$ cat src/rtl/fractcam_pkg.sv
// Shared FracTCAM definitions: slice geometry, update-engine states and the
// slice-count helper used by the update engine and the search-side array.
package fractcam_pkg;

  localparam int unsigned SLICE_WIDTH = 5;
  localparam int unsigned SLICE_ADDRS = 32;

  typedef enum logic [1:0] {
    IDLE,
    WRITE,
    DRAIN
  } state_e;

  function automatic int unsigned slices(input int unsigned width);
    return (width + SLICE_WIDTH - 1) / SLICE_WIDTH;
  endfunction

endpackage

$ cat src/rtl/fractcam_update_if.sv
// Rule-request channel into the FracTCAM update engine (valid/ready handshake).
interface fractcam_update_if #(
  parameter int unsigned TCAM_WIDTH = 20,
  parameter int unsigned DEPTH      = 64,
  parameter int unsigned IDX_WIDTH  = $clog2(DEPTH)
);

  logic                  s_valid;
  logic                  s_ready;
  logic [IDX_WIDTH-1:0]  s_idx;
  logic [TCAM_WIDTH-1:0] s_key;
  logic [TCAM_WIDTH-1:0] s_mask;
  logic                  s_del;

  modport master (
    output s_valid, s_idx, s_key, s_mask, s_del,
    input  s_ready
  );

  modport slave (
    input  s_valid, s_idx, s_key, s_mask, s_del,
    output s_ready
  );

endinterface

$ cat src/rtl/fractcam_slice_enc.sv
// One LUTRAM bit for one 5-bit slice column: set when the slice address matches
// the rule key on every cared-for bit, cleared for deleted entries.
module fractcam_slice_enc
  import fractcam_pkg::*;
(
  input  logic [SLICE_WIDTH-1:0] addr,
  input  logic [SLICE_WIDTH-1:0] key,
  input  logic [SLICE_WIDTH-1:0] mask,
  input  logic                   del,
  output logic                   wr_bit
);

  assign wr_bit = ~del & (((addr ^ key) & mask) == '0);

endmodule

$ cat src/rtl/fractcam_update.sv
// FracTCAM write engine: expands one ternary rule into 32 LUTRAM column writes.
// Optional FRACTCAM_UPDATE_DONE_EN adds a done/done_idx completion pulse.
module fractcam_update
  import fractcam_pkg::*;
#(
  parameter int unsigned TCAM_WIDTH = 20,
  parameter int unsigned DEPTH      = 64,
  parameter int unsigned IDX_WIDTH  = $clog2(DEPTH)
) (
  input  logic                          clk,
  input  logic                          rst,
  fractcam_update_if.slave              req,
  output logic                          wr_en,
  output logic [4:0]                    wr_addr,
  output logic [slices(TCAM_WIDTH)-1:0] wr_data,
  output logic [DEPTH-1:0]              wr_sel,
  output logic                          search_block,
  output logic                          err
`ifdef FRACTCAM_UPDATE_DONE_EN
  ,
  output logic                          done,
  output logic [IDX_WIDTH-1:0]          done_idx
`endif
);

  localparam int unsigned SLICES    = slices(TCAM_WIDTH);
  localparam int unsigned PAD_WIDTH = SLICES * SLICE_WIDTH;
  localparam logic [4:0]  LAST_ADDR = 5'(SLICE_ADDRS - 1);

  state_e                state_q, state_d;
  logic [IDX_WIDTH-1:0]  idx_q, idx_d;
  logic [TCAM_WIDTH-1:0] key_q, key_d;
  logic [TCAM_WIDTH-1:0] mask_q, mask_d;
  logic                  del_q, del_d;
  logic                  wr_en_q, wr_en_d;
  logic [4:0]            wr_addr_q, wr_addr_d;
  logic [SLICES-1:0]     wr_data_q, wr_data_d;
  logic [DEPTH-1:0]      wr_sel_q, wr_sel_d;
  logic                  block_q, block_d;
  logic                  err_q, err_d;

  logic                  idx_ok;
  logic [4:0]            enc_addr;
  logic [PAD_WIDTH-1:0]  enc_key, enc_mask;
  logic                  enc_del;
  logic [SLICES-1:0]     enc_bits;

  assign req.s_ready = (state_q == IDLE);
  assign idx_ok      = 32'(req.s_idx) < DEPTH;

  // Encoders look one address ahead so every wr_* output comes straight from a flop.
  // Zero-extending the mask makes padding bits don't-care.
  always_comb begin
    if (state_q == IDLE) begin
      enc_addr = '0;
      enc_key  = PAD_WIDTH'(req.s_key);
      enc_mask = PAD_WIDTH'(req.s_mask);
      enc_del  = req.s_del;
    end else begin
      enc_addr = wr_addr_q + 5'd1;
      enc_key  = PAD_WIDTH'(key_q);
      enc_mask = PAD_WIDTH'(mask_q);
      enc_del  = del_q;
    end
  end

  for (genvar j = 0; j < SLICES; j++) begin : g_slice
    fractcam_slice_enc u_enc (
      .addr   (enc_addr),
      .key    (enc_key[j*SLICE_WIDTH +: SLICE_WIDTH]),
      .mask   (enc_mask[j*SLICE_WIDTH +: SLICE_WIDTH]),
      .del    (enc_del),
      .wr_bit (enc_bits[j])
    );
  end

  always_comb begin
    state_d   = state_q;
    idx_d     = idx_q;
    key_d     = key_q;
    mask_d    = mask_q;
    del_d     = del_q;
    wr_en_d   = 1'b0;
    wr_addr_d = wr_addr_q;
    wr_data_d = '0;
    wr_sel_d  = '0;
    block_d   = block_q;
    err_d     = 1'b0;
    unique case (state_q)
      IDLE: begin
        if (req.s_valid) begin
          if (idx_ok) begin
            state_d   = WRITE;
            idx_d     = req.s_idx;
            key_d     = req.s_key;
            mask_d    = req.s_mask;
            del_d     = req.s_del;
            wr_en_d   = 1'b1;
            wr_addr_d = '0;
            wr_data_d = enc_bits;
            wr_sel_d  = DEPTH'(1) << req.s_idx;
            block_d   = 1'b1;
          end else begin
            err_d = 1'b1;
          end
        end
      end
      WRITE: begin
        if (wr_addr_q == LAST_ADDR) begin
          state_d = DRAIN;
        end else begin
          wr_en_d   = 1'b1;
          wr_addr_d = wr_addr_q + 5'd1;
          wr_data_d = enc_bits;
          wr_sel_d  = DEPTH'(1) << idx_q;
        end
      end
      DRAIN: begin
        state_d = IDLE;
        block_d = 1'b0;
      end
      default: state_d = IDLE;
    endcase
  end

  always_ff @(posedge clk) begin
    if (rst) begin
      state_q   <= IDLE;
      idx_q     <= '0;
      key_q     <= '0;
      mask_q    <= '0;
      del_q     <= 1'b0;
      wr_en_q   <= 1'b0;
      wr_addr_q <= '0;
      wr_data_q <= '0;
      wr_sel_q  <= '0;
      block_q   <= 1'b0;
      err_q     <= 1'b0;
    end else begin
      state_q   <= state_d;
      idx_q     <= idx_d;
      key_q     <= key_d;
      mask_q    <= mask_d;
      del_q     <= del_d;
      wr_en_q   <= wr_en_d;
      wr_addr_q <= wr_addr_d;
      wr_data_q <= wr_data_d;
      wr_sel_q  <= wr_sel_d;
      block_q   <= block_d;
      err_q     <= err_d;
    end
  end

  assign wr_en        = wr_en_q;
  assign wr_addr      = wr_addr_q;
  assign wr_data      = wr_data_q;
  assign wr_sel       = wr_sel_q;
  assign search_block = block_q;
  assign err          = err_q;

`ifdef FRACTCAM_UPDATE_DONE_EN
  assign done     = (state_q == DRAIN);
  assign done_idx = idx_q;
`else
  // Without the done pulse, completion is visible as s_ready returning high.
`endif

endmodule

$ cat src/flat_wrapper.sv
// flat-port wrapper written by rule: the top's interface ports become plain ports
module fractcam_update_flat import fractcam_pkg::*;
#(
  parameter int unsigned TCAM_WIDTH = 20,
  parameter int unsigned DEPTH      = 64,
  parameter int unsigned IDX_WIDTH  = $clog2(DEPTH)
)
  (clk, rst, wr_en, wr_addr, wr_data, wr_sel, search_block, err, req_s_valid, req_s_idx, req_s_key, req_s_mask, req_s_del, req_s_ready);
  fractcam_update_if #(.TCAM_WIDTH(TCAM_WIDTH), .DEPTH(DEPTH), .IDX_WIDTH(IDX_WIDTH)) req_i ();
  input  logic clk;
  input  logic rst;
  output logic wr_en;
  output logic [4:0] wr_addr;
  output logic [slices(TCAM_WIDTH)-1:0] wr_data;
  output logic [DEPTH-1:0] wr_sel;
  output logic search_block;
  output logic err;
  input wire logic [$bits(req_i.s_valid)-1:0] req_s_valid;
  input wire logic [$bits(req_i.s_idx)-1:0] req_s_idx;
  input wire logic [$bits(req_i.s_key)-1:0] req_s_key;
  input wire logic [$bits(req_i.s_mask)-1:0] req_s_mask;
  input wire logic [$bits(req_i.s_del)-1:0] req_s_del;
  output wire logic [$bits(req_i.s_ready)-1:0] req_s_ready;
  assign req_i.s_valid = req_s_valid;
  assign req_i.s_idx = req_s_idx;
  assign req_i.s_key = req_s_key;
  assign req_i.s_mask = req_s_mask;
  assign req_i.s_del = req_s_del;
  assign req_s_ready = req_i.s_ready;
  fractcam_update #(.TCAM_WIDTH(TCAM_WIDTH), .DEPTH(DEPTH), .IDX_WIDTH(IDX_WIDTH)) u_core (.clk(clk), .rst(rst), .req(req_i), .wr_en(wr_en), .wr_addr(wr_addr), .wr_data(wr_data), .wr_sel(wr_sel), .search_block(search_block), .err(err));
endmodule
$ cat config.mk
export PLATFORM = sky130hd
export DESIGN_NAME = fractcam_update_flat
export DESIGN_NICKNAME = d
export VERILOG_FILES = /design/src/rtl/fractcam_pkg.sv /design/src/rtl/fractcam_update_if.sv /design/src/rtl/fractcam_slice_enc.sv /design/src/rtl/fractcam_update.sv /design/src/flat_wrapper.sv
export SDC_FILE = /design/constraint.sdc
export NUM_CORES = 1
export LEC_CHECK = 0
export ABC_AREA = 1
export BUFFER_PORTS_ARGS = -buffer_cell sky130_fd_sc_hd__buf_2
export CORE_ASPECT_RATIO = 0.8
export CORE_MARGIN = 2
export CORE_UTILIZATION = 48
export CTS_CLUSTER_SIZE = 8
export DETAILED_ROUTE_END_ITERATION = 12
export PLACE_DENSITY = 0.77
export SKIP_LAST_GASP = 1
export SLEW_MARGIN = 5
export SYNTH_ARGS = -nofsm -noshare
export SYNTH_HDL_FRONTEND = slang
export SYNTH_HIERARCHICAL = 1
export SYNTH_SLANG_ARGS = --single-unit
$ cat constraint.sdc
create_clock -name clk -period 2.1 [get_ports clk]
set_input_delay 0.42 -clock clk [delete_from_list [all_inputs] [get_ports clk]]
set_output_delay 0.42 -clock clk [all_outputs]
set_load 0.05 [all_outputs]
==> results.txt, run 1 <==
The run finished with clean final reports. The final clock skew is between 10 and 15 ps. The area growth from synthesis to layout is 23.0%. The number of vias per cell came out at 5.28. The number of buffers on the longest clock path is 2. In this design, the largest share of critical-path delay is due to simple AND/OR/NAND/NOR gates.

In the layout the commonest cells are sky130_fd_sc_hd__nor2_1 (169), sky130_fd_sc_hd__nand2_1 (143), sky130_fd_sc_hd__buf_2 (125), sky130_fd_sc_hd__dfxtp_1 (122). TritonCTS built the clock tree. The number of global-route vias before repair came out at between 5k and 6k. The clock slew at the register clock pins of the worst setup and hold paths is ~60 ps. On the critical path, the stage with the largest delay is an instance of sky130_fd_sc_hd__dfxtp_2.

The number of violations of the max-capacitance limit is 0. Entering global routing, the biggest net connects between 80 and 90 pins. The critical path contains buffers and inverters numbering 4 combined.

The routed via count is around 6.1k. The number of instances in the synthesized netlist is 878. The number of buffers created by CTS is 17. The cell sitting at the root of the clock tree is a sky130_fd_sc_hd__clkbuf_16. Walking the worst path, the cells encountered are ha_1 -> nand2_1 -> nor2_1 -> ha_1 -> inv_1 -> nor2_1 -> buf_4 -> nand2_1 -> nand3_1 -> nand2_1 -> inv_1 -> nand2_1 -> nor2_1 -> inv_1 -> nor2_1.

The leakage power is 3.18 nW. The worst register-to-register path begins at u_core/wr_addr[0]. The die extent in y came out at 103 µm. The cell count of the worst hold path is 3. At the end of the flow the core is filled with cells to around 60%. The worst path in the final design needs a cycle of about 2000 ps, including I/O delays and setup. CTS built an H-tree with a depth of 4.

The die footprint came out at roughly 13000 µm². The headroom to the max-slew limit is roughly three fifths. The port buffer count came out at roughly 130. The number of enable-type register cells in the synthesized netlist is 0. The detail route stage leaves a number of antenna-violating nets equal to 0. The worst voltage drop across the vdd grid is approximately 700 µV.

After the first detailed-routing iteration, the DRC count stood at about 730. After synthesis, the cell types taking the most area are sky130_fd_sc_hd__dfxtp_1 (42%), sky130_fd_sc_hd__nor2_1 (11%), sky130_fd_sc_hd__nand2_1 (9.1%). The setup TNS after final layout came out at 0 ps.

The library cell used most frequently in the layout, excluding fill and tap cells, is sky130_fd_sc_hd__nor2_1. For this run, the detailed router's first-pass iteration total came to 5. The critical path is of the flop to flop type. The first global-routing pass estimated ~26000 µm of wire. The worst reg2reg path depth is 15. The fraction of the cycle the final worst path needs came out at just over 90%.

The top-level I/O count came out at about 130. The number of nets at the end of the flow is 1036. The most used flip-flop cell after synthesis is sky130_fd_sc_hd__dfxtp_1. The fraction of layout cells with a size suffix above 1 came out at between 10% and 20%. The average wire per cell in the routed design is between 10 and 15 µm. The die extent in x came out at between 100 and 150 µm. The most area-hungry cell type in the Yosys netlist is sky130_fd_sc_hd__dfxtp_1.

Each instance of the synthesized netlist takes up on average 6.71 µm². For the pin with the worst max-slew slack, the measured transition is between 600 and 700 ps. The clock latency on the worst-skew pair is between 400 and 500 ps. For this run, the slowest stage of the critical path takes roughly 350 ps. The number of endpoints with negative hold slack in the final report came out at 0.

Of all flip-flops after synthesis, the portion carrying an async set or reset was 0%. The endpoint identified for the worst register-to-register timing path is u_core/wr_data[2]. The portion of the post-synthesis area used by sequential elements came out at 42.1%. The required time at the endpoint of the critical path came out at between 2000 and 2500 ps. Synthesis produced a netlist with a net count of a little over 900.

The count of cell types in the netlist came out at 28. The global placer's final weighted congestion came out at 0.869. The largest fanout on the critical path came out at 8.

The endpoint arrival time on the critical path came out at approximately 2300 ps. The startpoint kind of the worst setup timing path is a flop. After synthesis the netlist holds a flip-flop and latch count of 124. The flop-to-flop setup slack is between 100 and 150 ps. The number of antenna diodes came out at 0. Summed over all layers, the global routing overflow is 0. The initial standard-cell utilization of the core is around half.

The cell area that synthesis handed to floorplanning was 5900 µm². Setup repair after global routing left no endpoint under its margin. The post-detailed-route DRC marker count came out at 0. The initialized floorplan defines 36 standard-cell rows. The path with the worst hold slack has its endpoint at u_core/mask_q[0]. The power per standard cell area is between 800 and 900 nW/µm². The number of antenna violations at the first check in global routing came out at 0.

The startpoint identified for the worst hold timing path is req_s_mask[0]. During synthesis, Yosys emitted a total of 6 warnings. The detailed-route wire length is around 16000 µm. The count of final setup violators is 0. The post-cts gate resize count is 0. The number of pins exceeding their max-slew limit in the final report came to 0. The sort of element at the end of the critical path is a flop.

After synthesis, the largest area contributor takes up about 42% of total cell area. For this run, the top clock speed supported by timing is 511 MHz. The standard cell core area is between 10000 and 15000 µm². In the global route stage, overall resource usage came out at 24.9%. The class of the tightest hold or removal check is input pin to flop. The quantity of hold-fixing buffers added after cts is 0. The clock sink count came out at between 100 and 150. The wire-length estimate of the detail-placed layout is about 11000 µm. On the final layout, the worst hold slack is roughly 300 ps.
[worst reg2reg max path, stage by stage, from the launching register on]
cell	delay [ps]
sky130_fd_sc_hd__dfxtp_2	350
sky130_fd_sc_hd__ha_1	230
sky130_fd_sc_hd__nand2_1	70
sky130_fd_sc_hd__nor2_1	40
sky130_fd_sc_hd__ha_1	290
sky130_fd_sc_hd__inv_1	50
sky130_fd_sc_hd__nor2_1	110
sky130_fd_sc_hd__buf_4	160
sky130_fd_sc_hd__nand2_1	60
sky130_fd_sc_hd__nand3_1	80
sky130_fd_sc_hd__nand2_1	60
sky130_fd_sc_hd__inv_1	50
sky130_fd_sc_hd__nand2_1	40
sky130_fd_sc_hd__nor2_1	140
sky130_fd_sc_hd__inv_1	60
sky130_fd_sc_hd__nor2_1	110
[where the power goes]
group	internal (mW)	switching (mW)	total, mW
Clock	1.99	1.12	3.11
Combinational	0.241	0.591	0.832
Sequential	2.45	0.0443	2.49
Total	4.67	1.76	6.43
[registers in the layout, summed over array words and instances (netlist names)]
register	cells
u_core/key_q	20
u_core/del_q	1
u_core/state_q	2
u_core/wr_addr	5
u_core/mask_q	20
u_core/wr_en	1
u_core/wr_sel	64
u_core/idx_q	6
u_core/wr_data	4
u_core/search_block	1
[cell families (layout without fill, tap and decap cells)]
logic type,Yosys count,after routing,synth area share [%]
and+or+nand+nor,431,431,31.8
adders and majority gates,2,2,0.424
xor gates and xnor gates,1,1,0.149
AOI/OAI and AO/OA,180,180,15.4
DFF,124,124,42.1
other,1,1,0.0636
buffers and inverters,139,257,10.0
[routing by layer]
metal	share of wire, %	track usage [%]	up-vias
li1	-	-	3048
met1	48	36.1	2703
met2	42	35.5	281
met3	8.6	6.23	26
met4	1.7	9.64	0
met5	0	0	-
[what timing repair did]
action / CTS / global route
hold endpoints to repair: 0 / 0
setup endpoints to repair: 0 / 1
setup buffers: 0 / 1
[synth_stat cells, types with 2 or more instances]
library cell               instances
sky130_fd_sc_hd__a21oi_1          89
sky130_fd_sc_hd__ha_1              2
sky130_fd_sc_hd__nand3_1          72
sky130_fd_sc_hd__clkbuf_1         25
sky130_fd_sc_hd__buf_6             3
sky130_fd_sc_hd__buf_4             6
sky130_fd_sc_hd__clkbuf_2          2
sky130_fd_sc_hd__clkinv_1          3
sky130_fd_sc_hd__o21ai_0          89
sky130_fd_sc_hd__nand3_2           5
sky130_fd_sc_hd__dfxtp_1         124
sky130_fd_sc_hd__buf_2            17
sky130_fd_sc_hd__nand2_1         143
sky130_fd_sc_hd__nor3_1            6
sky130_fd_sc_hd__nand4_1          21
sky130_fd_sc_hd__or2_1             8
sky130_fd_sc_hd__nor2_4            4
sky130_fd_sc_hd__inv_1            79
sky130_fd_sc_hd__nor2_1          169
sky130_fd_sc_hd__buf_1             3
[through the flow]
step / setup WS (ps) / total power, mW / area (µm²) / instances
after floorplan: 145 / 3.12 / 5900 / 878
after global placement: 235 / 3.33 / 6610 / 1116
after global routing: 7.31 / 6.67 / 7250 / 1148
final: 145 / 6.43 / 7250 / 1148
after detailed placement: 189 / 3.35 / 6610 / 1116
after CTS: 150 / 6.44 / 7230 / 1147
[final cells by class]
type,count,area (µm²)
Fill cell,1133,4820
Multi-Input combinational cell,615,2820
Sequential cell,124,2480
Timing Repair Buffer,143,823
Clock buffer,17,425
Inverter,83,312
Clock inverter,14,195
Tap cell,152,190
[worst max-delay path by stage]
stage	startpoint	end	slack (ps)	cells after the start
after floorplan	u_core/wr_addr[0]	u_core/wr_data[3]	150	14
after global placement	u_core/wr_addr[0]	u_core/wr_sel[53]	240	9
after detailed placement	u_core/wr_addr[0]	u_core/wr_sel[37]	190	9
after CTS	u_core/wr_addr[0]	u_core/wr_data[2]	150	15
after global routing	u_core/wr_addr[0]	u_core/wr_data[2]	7	16
final	u_core/wr_addr[0]	u_core/wr_data[2]	140	15
Power figures use the tool's default switching activity.
==> run 2: changes to the inputs <==
--- a/config.mk
+++ b/config.mk
@@ -12,7 +12,7 @@
 export CORE_UTILIZATION = 48
 export CTS_CLUSTER_SIZE = 8
 export DETAILED_ROUTE_END_ITERATION = 12
-export PLACE_DENSITY = 0.77
+export PLACE_DENSITY_LB_ADDON = 0.25
 export SKIP_LAST_GASP = 1
 export SLEW_MARGIN = 5
 export SYNTH_ARGS = -nofsm -noshare
==> run 2 against run 1 <==
  * Clock power decreased by 1%
  * Sequential share of layout area decreased by 0.053 points
  * Non-clock buffer count increased by 4
  * Critical path type unchanged
  * Global-route usage decreased by 0.23 points
  * Routed wire length decreased by 1.6%
  * First-iteration DRC count decreased by 15%
==> results.txt, run 2 (synthesized netlist as in run 1, its figures left out) <==
Cells along the critical path: ha_1 -> nand2_1 -> nor2_1 -> ha_1 -> inv_1 -> nor2_4 -> nand2_1 -> nand3_1 -> nand2_1 -> inv_1 -> nand2_1 -> nor2_1 -> nor3b_1 (was ha_1 -> nand2_1 -> nor2_1 -> ha_1 -> inv_1 -> nor2_1 -> buf_4 -> nand2_1 -> nand3_1 -> nand2_1 -> inv_1 -> nand2_1 -> nor2_1 -> inv_1 -> nor2_1). The quantity of hold-fixing buffers added after cts came to 0 (unchanged). The final critical delay including setup and external delays was 1920 ps (was 1960 ps). The standard cell core area came out at 12100 µm² (unchanged).

The endpoint arrival time on the critical path came to 2250 ps (was 2300 ps). The post-placement cell count came out at 1121 (was 1116). The initial standard-cell utilization of the core came out at 48.8% (unchanged). The fraction of layout cells with a size suffix above 1 came out at 18.9% (was 19.0%). The number of filler cells placed in the layout is 1192 (was 1133). The maximum clock rate is 520 MHz (was 511 MHz). The clock slew at the register clock pins of the worst setup and hold paths was 50 ps (was 60 ps).

The largest fanout on the critical path is 8 (unchanged). The number of vias per cell came out at 5.17 (was 5.28). The post-detailed-route DRC marker count came out at 0 (unchanged).

The number of DRC markers in iteration 0 came to 620 (was 731). The global placer's final weighted congestion came out at 0.884 (was 0.869). The headroom to the max-slew limit was 61.0% (was 59.3%). The area taken by multi-input logic gates came to 2830 µm² (was 2820 µm²). The number of pins exceeding their max-slew limit in the final report is 0 (unchanged). The largest incremental delay on the critical path came out at 340 ps (was 350 ps). The total power came out at 6.41 mW (was 6.43 mW). The area taken by flip-flops and latches came out at 2480 µm² (unchanged). The tightest hold margin came out at 301 ps (was 300 ps). The number of buffers created by CTS is 17 (unchanged).

The routed length on met3 came out at 1400 µm (unchanged). The number of antenna-violating nets in the routed design came out at 0 (unchanged). The buffer count from post-CTS setup fixing is 0 (unchanged). The final standard cell count with taps included and fillers excluded came to 1152 (was 1148).

The die extent in y was 103 µm (unchanged). The number of flip-flops under the largest register name came out at 64 (unchanged). The power per standard cell area was 882 nW/µm² (was 887 nW/µm²). The most frequent standard cell in the layout excluding fill and tap cells is sky130_fd_sc_hd__nor2_1 (unchanged). The final clock skew came out at 5.81 ps (was 14.1 ps). The final design utilization came to 60.2% (was 60.1%). The count of final setup violators is 0 (unchanged). The aggregate global-route resource usage is 24.7% (was 24.9%). The number of antenna violations at the first check in global routing was 1 (was 0). The number of violations of the max-capacitance limit came to 0 (unchanged). The H-tree depth reported by CTS came out at 4 (unchanged). The startpoint kind of the worst setup timing path is a flop (unchanged). Most used cells in the layout excluding fill and tap cells: sky130_fd_sc_hd__nor2_1 (168), sky130_fd_sc_hd__nand2_1 (143), sky130_fd_sc_hd__buf_2 (125), sky130_fd_sc_hd__dfxtp_1 (122) (was sky130_fd_sc_hd__nor2_1 (169), sky130_fd_sc_hd__nand2_1 (143), sky130_fd_sc_hd__buf_2 (125), sky130_fd_sc_hd__dfxtp_1 (122)). The most frequent cell on the critical path is sky130_fd_sc_hd__nand2_1.

The first-pass iteration count of the detailed router came out at 5 (unchanged). The met1 layer wirelength in the final routing came to 7980 µm (was 7820 µm). The slew at the pin closest to its max-slew limit is 581 ps (was 607 ps). The slowest library cell on the worst path is sky130_fd_sc_hd__dfxtp_2 (unchanged).

Run status: complete, no violations (unchanged). The clock latency on the worst-skew pair was 410 ps (was 420 ps). The required time at the endpoint of the critical path came to 2430 ps (was 2440 ps).

The residual overflow from global routing came out at 0 (unchanged). The worst voltage drop across the vdd grid came to 590 µV (was 697 µV). RSZ-0062 raised after global routing: false (unchanged). The standard-cell row count came out at 36 (unchanged). The number of global-route vias before repair is 5142 (was 5155). The top-level I/O count was 127 (unchanged). The die extent in x is 128 µm (unchanged). The global-route wire length before repair came out at 25400 µm (was 25800 µm).

The clock sink count is 124 (unchanged). The leakage power came out at 3.18 nW (about the same). The critical setup path kind is flop to flop (unchanged). The uppermost layer routed is met4 (unchanged).

The average wire per cell in the routed design came out at 13.9 µm (was 14.2 µm). The pin count of the biggest net entering global routing is 77 (was 84). The class of the tightest hold or removal check is input pin to flop (unchanged). The area growth from synthesis to layout came to 23.2% (was 23.0%). The wire length on met2 came out at 6440 µm (was 6810 µm). The TritonCTS clock tree is yes (unchanged). The number of buffers on the longest clock path is 2 (unchanged). The detailed-route wire length is 16000 µm (was 16300 µm). The detailed placement HPWL came out at 10700 µm (about the same). The port buffer count was 125 (unchanged).

The routed via count is 5958 (was 6058). The root buffer cell is sky130_fd_sc_hd__clkbuf_16 (unchanged). The number of nets at the end of the flow is 1040 (was 1036). The number of endpoints with negative hold slack in the final report is 0 (unchanged).

The setup TNS after final layout came out at 0 ps (unchanged). The die footprint came out at 13200 µm² (unchanged). The fraction of the cycle the final worst path needs came out at 91.6% (was 93.1%).

The sort of element at the end of the critical path was a flop (unchanged).
## run 2: worst paths after layout
path	depth (start not counted)	slack (ps)	from	endpoint
max reg2reg	13	180	u_core/wr_addr[1]	u_core/wr_data[3]
min	3	300	req_s_mask[11]	u_core/mask_q[11]
min reg2reg	2	440	u_core/key_q[5]	u_core/key_q[5]
max	13	180	u_core/wr_addr[1]	u_core/wr_data[3]
## run 2: routing by layer
| layer | track usage, % | vias to the layer above |
|---|---|---|
| li1 | - | 3047 |
| met5 | 0 | - |
| met2 | 34.4 | 245 |
| met3 | 6.54 | 23 |
| met1 | 36.6 | 2643 |
| met4 | 8.37 | 0 |
## run 2: worst max-delay path: cells and delay by family (launching register included)
| family | cells | cell delay (ps) |
|---|---|---|
| and+or+nand+nor | 9 | 870 |
| adders and majority gates | 2 | 500 |
| DFF | 1 | 340 |
| buffers and inverters | 2 | 130 |
## run 2: through the flow
step           worst slack, ps  area (µm²)
2_1_floorplan              145        5900
3_3_place_gp               191        6640
3_5_place_dp              47.5        6640
4_1_cts                   96.4        7260
5_1_grt                   14.2        7260
6_report                   177        7260
## run 2: repair_timing
action                                  CTS  global route
gates resized for setup                   1             1
endpoints found under the setup margin    1             3
pin swaps                                 0             0
## run 2: power breakdown
part | leakage, nW | switching [mW] | internal (mW)
sequential | 1.01 | 0.0402 | 2.45
combinational | 1.88 | 0.599 | 0.243
clock | 0.293 | 1.01 | 2.07
## run 2: area by class of cell
class,count,share of cell area [%]
Antenna cell,1,0.0344
Clock buffer,24,6.63
Clock inverter,6,1.86
Inverter,83,4.29
Multi-Input combinational cell,615,39.0
Sequential cell,124,34.2
Tap cell,152,2.62
Timing Repair Buffer,147,11.4
